<file path="config.mk">
export PLATFORM = sky130hd
export DESIGN_NAME = adder_rr_sched
export DESIGN_NICKNAME = d
export VERILOG_FILES = /design/src/rtl/adder_rr_sched.sv
export SDC_FILE = /design/constraint.sdc
export NUM_CORES = 1
export LEC_CHECK = 0
export CAP_MARGIN = 20
export CELL_PAD_IN_SITES_DETAIL_PLACEMENT = 0
export CELL_PAD_IN_SITES_GLOBAL_PLACEMENT = 2
export CORE_MARGIN = 1
export CORE_UTILIZATION = 19
export CTS_CLUSTER_SIZE = 8
export DETAILED_ROUTE_END_ITERATION = 10
export PLACE_DENSITY_LB_ADDON = 0.1
export SETUP_SLACK_MARGIN = 0.2
export SYNTH_ARGS = -nofsm -noshare
export SYNTH_HDL_FRONTEND = slang
export SYNTH_SLANG_ARGS = --single-unit
</file>
<file path="constraint.sdc">
create_clock -name clk -period 1.97 [get_ports clk]
set_input_delay 0.2955 -clock clk [delete_from_list [all_inputs] [get_ports clk]]
set_output_delay 0.2955 -clock clk [all_outputs]
set_load 0.05 [all_outputs]
</file>
<file path="src/rtl/adder_rr_sched.sv">
// Round-robin scheduler sharing one external adder among NUM_REQ requesters.
// Returns the registered sum and owner ID through a single backpressured slot.
module adder_rr_sched #(
    parameter int NUM_REQ = 4,
    parameter int DW      = 4,
    parameter int IDW     = $clog2(NUM_REQ),
    parameter int CNTW    = 8
) (
    input  logic                  clk,
    input  logic                  rst,
    input  logic [NUM_REQ-1:0]    req_valid,
    input  logic [NUM_REQ*DW-1:0] req_a,
    input  logic [NUM_REQ*DW-1:0] req_b,
    output logic [NUM_REQ-1:0]    req_ready,
    output logic [DW-1:0]         add_a,
    output logic [DW-1:0]         add_b,
    input  logic [DW:0]           add_y,
    output logic                  rsp_valid,
    input  logic                  rsp_ready,
    output logic [IDW-1:0]        rsp_id,
    output logic [DW:0]           rsp_y,
    output logic [CNTW-1:0]       op_count
);

    typedef enum logic {
        EMPTY = 1'b0,
        FULL  = 1'b1
    } state_t;

    state_t          r_state;
    logic [IDW-1:0]  r_ptr;
    logic [IDW-1:0]  r_rsp_id;
    logic [DW:0]     r_rsp_y;
    logic [CNTW-1:0] r_op_count;

    logic            w_found;
    logic [IDW-1:0]  w_win;
    logic            w_can_issue;
    logic            w_grant;
    logic [IDW-1:0]  w_ptr_next;

    assign w_can_issue = !rst && ((r_state == EMPTY) || rsp_ready);
    assign w_grant     = w_found && w_can_issue;
    assign w_ptr_next  = (w_win == IDW'(NUM_REQ - 1)) ? '0 : w_win + IDW'(1);

    // Pick the first valid requester starting at the rr pointer, wrapping.
    always_comb begin
        logic [IDW-1:0] cand;
        w_found = 1'b0;
        w_win   = '0;
        cand    = '0;
        // Scan backwards so the closest-to-pointer hit is written last.
        for (int k = NUM_REQ - 1; k >= 0; k--) begin
            cand = IDW'((int'(r_ptr) + k) % NUM_REQ);
            if (req_valid[cand]) begin
                w_found = 1'b1;
                w_win   = cand;
            end
        end
    end

    // Grant decode and adder operand steering; idle adder sees zeros.
    always_comb begin
        req_ready = '0;
        add_a     = '0;
        add_b     = '0;
        if (w_grant) begin
            req_ready[w_win] = 1'b1;
            add_a            = req_a[w_win*DW +: DW];
            add_b            = req_b[w_win*DW +: DW];
        end
    end

    // Response slot FSM, rr pointer and completion counter.
    always_ff @(posedge clk) begin
        if (rst) begin
            r_state    <= EMPTY;
            r_ptr      <= '0;
            r_rsp_id   <= '0;
            r_rsp_y    <= '0;
            r_op_count <= '0;
        end else begin
            if ((r_state == FULL) && rsp_ready) begin
                r_op_count <= r_op_count + CNTW'(1);
            end
            if (w_grant) begin
                r_state  <= FULL;
                r_rsp_y  <= add_y;
                r_rsp_id <= w_win;
                r_ptr    <= w_ptr_next;
            end else if (rsp_ready) begin
                r_state <= EMPTY;
            end
        end
    end

    assign rsp_valid = (r_state == FULL);
    assign rsp_id    = r_rsp_id;
    assign rsp_y     = r_rsp_y;
    assign op_count  = r_op_count;

endmodule
</file>
### Yosys cells after proc, flatten, opt, wreduce, memory -nomap -nowiden

Cells that the tools add are included.

| word-level totals | value |
|---|---|
| register bits after elaboration | 18 |
| input port bits | 44 |
| output and inout bits | 28 |
| logic and storage cells | 51 |

| cells by class | value |
|---|---|
| add/subtract/negate cells | 5 |
| $lt $le $gt $ge | 6 |
| eq/ne operators | 1 |
| shifts and indexed selects | 2 |
| multiplexer cells | 24 |
| bitwise gates (word level) | 1 |
| reduce and logical (&&, ||, !) cells | 7 |

Operator list:

| kind | count |
|---|---|
| $shiftx 16x5->4 | 2 |
| $lt 2x3->1 const B | 5 |
| $mux 4 | 3 |
| $mux 1 | 11 |
| $mux 2 | 5 |
| $add 8x1->8 const B | 1 |
| $bmux 1 s2 | 4 |
| $add 2x1->2 const B | 2 |
| $add 2x2->2 const B | 2 |
| $logic_and 1x1->1 | 4 |
| $demux 1 s2 | 1 |
| $eq 2x2->1 const B | 1 |
| $ge 2x1->1 const B | 1 |
| $reduce_bool 2->1 | 1 |
| $logic_not 1->1 | 1 |
| $logic_or 1x1->1 | 1 |
| $not 1->1 | 1 |

### Logic depth before layout (Yosys ltp)

| depth | value |
|---|---|
| depth in word-level cells | 12 |
| gate-level depth with buffers | 8 |
| depth with buffers taken out | 7 |

### Worst setup path before layout

No wires, ideal clock.

| path | value |
|---|---|
| path type | register -> output |
| start point | reg r_state (netlist: rsp_valid) |
| end point | out add_a[2] |
| arrival time | 2008 ps |
| required time | 1674 ps |
| slack | -333 ps |
| stages on the path, launching flop included | 6 |
| path buffers | 1 |
| path through | dfxtp_1 -> nand2b_1 -> nor3b_4 -> buf_2 -> nand2_2 -> o22ai_1 |

| on the way | value |
|---|---|
| longest elaborated chain between the ends | 5 |

Ends and longest elaborated chain:

| what | RTL line | RTL |
|---|---|---|
| start, declared | 30 | `state_t r_state;` |
| start signal, assigned | 77 | `r_state <= EMPTY;` |
| start signal, assigned | 87 | `r_state <= FULL;` |
| start signal, assigned | 92 | `r_state <= EMPTY;` |
| $not 1->1 | 42 | `assign w_can_issue = !rst && ((r_state == EMPTY) \|\| rsp_ready);` |
| $logic_or 1x1->1 | 42 |  |
| $logic_and 1x1->1 | 42 |  |
| $logic_and 1x1->1 | 43 | `assign w_grant = w_found && w_can_issue;` |
| $mux 4 | 67 | `if (w_grant) begin` |
| end, declared | 15 | `output logic [DW-1:0] add_a,` |

Every way passes these cells.

### Worst setup path in the final report

| path | value |
|---|---|
| start point | reg r_ptr[1] |
| end point | out add_a[0] |

| on the way | value |
|---|---|
| longest elaborated chain between the ends | 9 |
| elaborated cells between the ends (all ways) | 22 |
| classes of those cells | 3 x add/sub; 1 x shift; 17 x mux; 1 x reduce/logical |

Ends and longest elaborated chain:

| what | RTL line | RTL |
|---|---|---|
| start, declared | 31 | `logic [IDW-1:0] r_ptr;` |
| start signal, assigned | 90 | `r_ptr <= w_ptr_next;` |
| $add 2x2->2 | 54 | `cand = IDW'((int'(r_ptr) + k) % NUM_REQ);` |
| $bmux 1 s2 | 55 | `if (req_valid[cand]) begin` |
| $mux 1 (implied by the code) | 55 |  |
| $mux 2 (3 in a row) | 55 |  |
| $mux 2 * | 55 |  |
| named net w_win[0] | 37 | `logic [IDW-1:0] w_win;` |
| $shiftx 16x5->4 * | 69 | `add_a = req_a[w_win*DW +: DW];` |
| $mux 4 * | 67 |  |

The timed path passes the listed nets; every way through them passes the cells marked *. The select of a mux whose other input is x is not followed.

==> results by group <==
Outcome
  • Status: finished with violations
  • Violated checks: setup timing

Min path
  • Worst Hold Class: reg -> reg
  • Hold Path Depth: 2
  • Hold Path Origin: rsp_id[1]
  • Hold EP: rsp_id[1]

Clock network
  • Clock sink count: 18
  • CTS tree: built
  • Clk buf depth: 2
  • Root buffer cell: clkbuf_8
  • Worst-skew pair later-pin latency: 0.25 ns
  • Clock transition at path regs: 0.07 ns
  • H-tree Lvls: 1
  • Total CTS buffers: 3

Synthesis
  • Warnings from Yosys: 0
  • Mapped Avg Cell Area: 9.04 µm²
  • Area of the mapped netlist: 1160 µm²
  • Synth Instances: 128
  • #FFs+latches synth: 18
  • Register area share after synthesis: 0.311
  • Synth unique cells: 32
  • Syn Nets: 177

Route
  • Mean number of vias per cell: 4.27
  • # DRC: 0
  • DR pass1 iterations: 3
  • Antenna Nets Post-Route: 0
  • DR iter-0 viols: 20
  • WL per Instance: 13.2 µm
  • Via count: 1254
  • Routed wire length: 3890 µm

Global routing
  • Vias in the first global route: 1330
  • Total gr overflow: 0
  • Initial antenna violation count: 0
  • First-pass GRT wire length: 6310 µm
  • All-layer global routing usage: 0.127
  • Largest net degree at the start of global routing: 19

Place
  • Hpwl dp: 2900 µm
  • Placed Instance Area: 2280 µm²
  • GP Congestion: 0.698
  • # port buffers: 71
  • Pre-CTS WS: -0.420 ns

Layout
  • Most frequent cells in the layout: 47 x clkdlybuf4s50_1, 18 x buf_4, 16 x dfxtp_1
  • Antenna diode count: 0
  • Share of layout cells above drive strength 1: 0.365
  • Final nets: 269
  • P&R area growth vs syn: 126%
  • Final Cell Area: 2620 µm²
  • Most common cell after layout, fill and taps aside: clkdlybuf4s50_1

Timing
  • Slew HR: 0.644
  • Final Hold Vio Count: 0
  • # setup viols final: 12
  • Period minus WS final: 2.21 ns
  • Worst Max-Slew Pin Slew: 0.533 ns
  • RSZ-0062 raised after global routing: true
  • Worst setup margin: -0.243 ns
  • Max Clock Skew: 0.00439 ns
  • FMAX: 452 MHz
  • Fin. max-slew vios: 0
  • Fin Hold WS: 0.464 ns
  • Tcrit/Tclk final: 1.12

Setup path
  • Critical path data required time: 1.67 ns
  • Crit path DAT: 1.92 ns
  • R2R Path Start: r_ptr[1]
  • CP Launch Type: register
  • Worst reg2reg path endpoint: r_ptr[1]
  • Crit Path Class: reg -> out
  • R2R depth: 9
  • FF-to-FF setup slack: 0.28 ns
  • CP Max Fanout: 4
  • Element type at the critical path end: primary output

Floorplan
  • Die height: 80.0 µm
  • Row cnt: 28
  • Number of I/O pins: 72
  • CORE AREA: 5890 µm²
  • Die Wd: 80.0 µm
  • Die area: 6410 µm²
  • Initial Utilization: 0.197

Run
  • Max_cap viols: 0

Pwr
  • Worst vdd ir: 0.301 mV
  • Static leakage: 0.00103 µW
  • Pwr/cell area: 685 nW/µm²
[cell type report]
cell class	instances	area, µm²
Timing Repair Buffer	94	1060
Inverter	4	20.0
Fill cell	566	3270
Sequential cell	18	365
Multi-Input combinational cell	99	1030
Tap cell	75	93.8
Clock buffer	4	55.1
[worst max-delay path by stage]
stage | start | to | slack [ns]
after floorplan | rsp_valid | add_a[2] | 0.11
after global placement | req_valid[0] | add_b[3] | -0.34
after detailed placement | req_valid[0] | add_a[0] | -0.42
after CTS | r_ptr[1] | add_b[1] | -0.27
after global routing | r_ptr[1] | add_b[2] | -0.32
final | r_ptr[1] | add_a[0] | -0.24
[power by group]
group          internal, µW  total, µW  switching (µW)
registers               394        415            20.8
clock network           178        307             129
logic                   558       1070             514
total                  1130       1790             664
[repair_timing]
action                     CTS  global route
setup endpoints to repair   18            15
hold buffers                 0             0
cloned                       1             0
resized for setup           43             7
setup buffers                8             0
pin swaps                    6             3
[sequential cells by signal, summed over array words and instances (netlist names)]
name,cells
r_ptr,2
op_count,8
rsp_valid,1
rsp_y,5
rsp_id,2
[synth_stat cells]
| master | count | area [µm²] |
|---|---|---|
| a21oi_2 | 1 | 8.76 |
| nand2_4 | 1 | 11.3 |
| clkinv_2 | 1 | 5.00 |
| ha_1 | 5 | 62.6 |
| nor2_1 | 7 | 26.3 |
| o21ai_1 | 7 | 35.0 |
| or3_4 | 1 | 11.3 |
| nand2_1 | 10 | 37.5 |
| buf_2 | 2 | 10.0 |
| nand2_2 | 1 | 6.26 |
| and3_1 | 2 | 12.5 |
| o2bb2a_4 | 1 | 20.0 |
| or2b_1 | 1 | 7.51 |
| o21ai_2 | 1 | 8.76 |
| o31ai_1 | 1 | 7.51 |
| mux2i_1 | 18 | 180 |
| xnor2_1 | 1 | 8.76 |
| or3_1 | 2 | 12.5 |
| inv_1 | 3 | 11.3 |
| a21oi_1 | 6 | 30.0 |
| xor2_1 | 4 | 35.0 |
| nand4_1 | 3 | 18.8 |
| o22ai_1 | 8 | 50.1 |
| and2_1 | 5 | 31.3 |
| buf_12 | 2 | 40.0 |
| clkbuf_1 | 2 | 7.51 |
| nor4_2 | 1 | 12.5 |
| nand2b_1 | 9 | 56.3 |
| dfxtp_1 | 18 | 360 |
| nor3b_4 | 1 | 18.8 |
| o21ai_0 | 2 | 10.0 |
| buf_1 | 1 | 3.75 |
[worst max-delay path: stages (launching register included)]
cell and delay, ns:
dfxtp_4 0.37, buf_4 0.12, nand2b_4 0.11, a21oi_2 0.05, or3_4 0.40, clkinv_4 0.08
nand2_8 0.06, buf_4 0.14, o22ai_4 0.16, buf_12 0.16
[layer usage]
metal,part of all wire,vias to the layer above,track usage
met5,0,-,0
met4,0.0039,0,0.0268
met3,0.063,2,0.0274
met2,0.53,45,0.246
met1,0.41,575,0.139
li1,-,632,-
[cell families (layout without fill, tap and decap cells)]
logic type | count (synthesis) | count (layout) | share of synthesized area
xor gates and xnor gates | 5 | 5 | 0.0378
AOI/OAI and AO/OA | 27 | 27 | 0.147
muxes | 18 | 18 | 0.156
DFF | 18 | 18 | 0.311
adders and majority gates | 5 | 5 | 0.0541
buffers and inverters | 11 | 102 | 0.0670
and+or+nand+nor | 44 | 44 | 0.227
[through the flow]
stage,std cells,power [µW],setup TNS [ns],utilization
5_1_grt,294,1880,-3.57,0.445
2_1_floorplan,128,957,0,-
6_report,294,1790,-2.76,0.445
4_1_cts,294,1810,-2.91,0.441
3_5_place_dp,281,1300,-4.56,0.387
3_3_place_gp,281,1280,-3.73,0.387
Power figures use the tool's default switching activity.
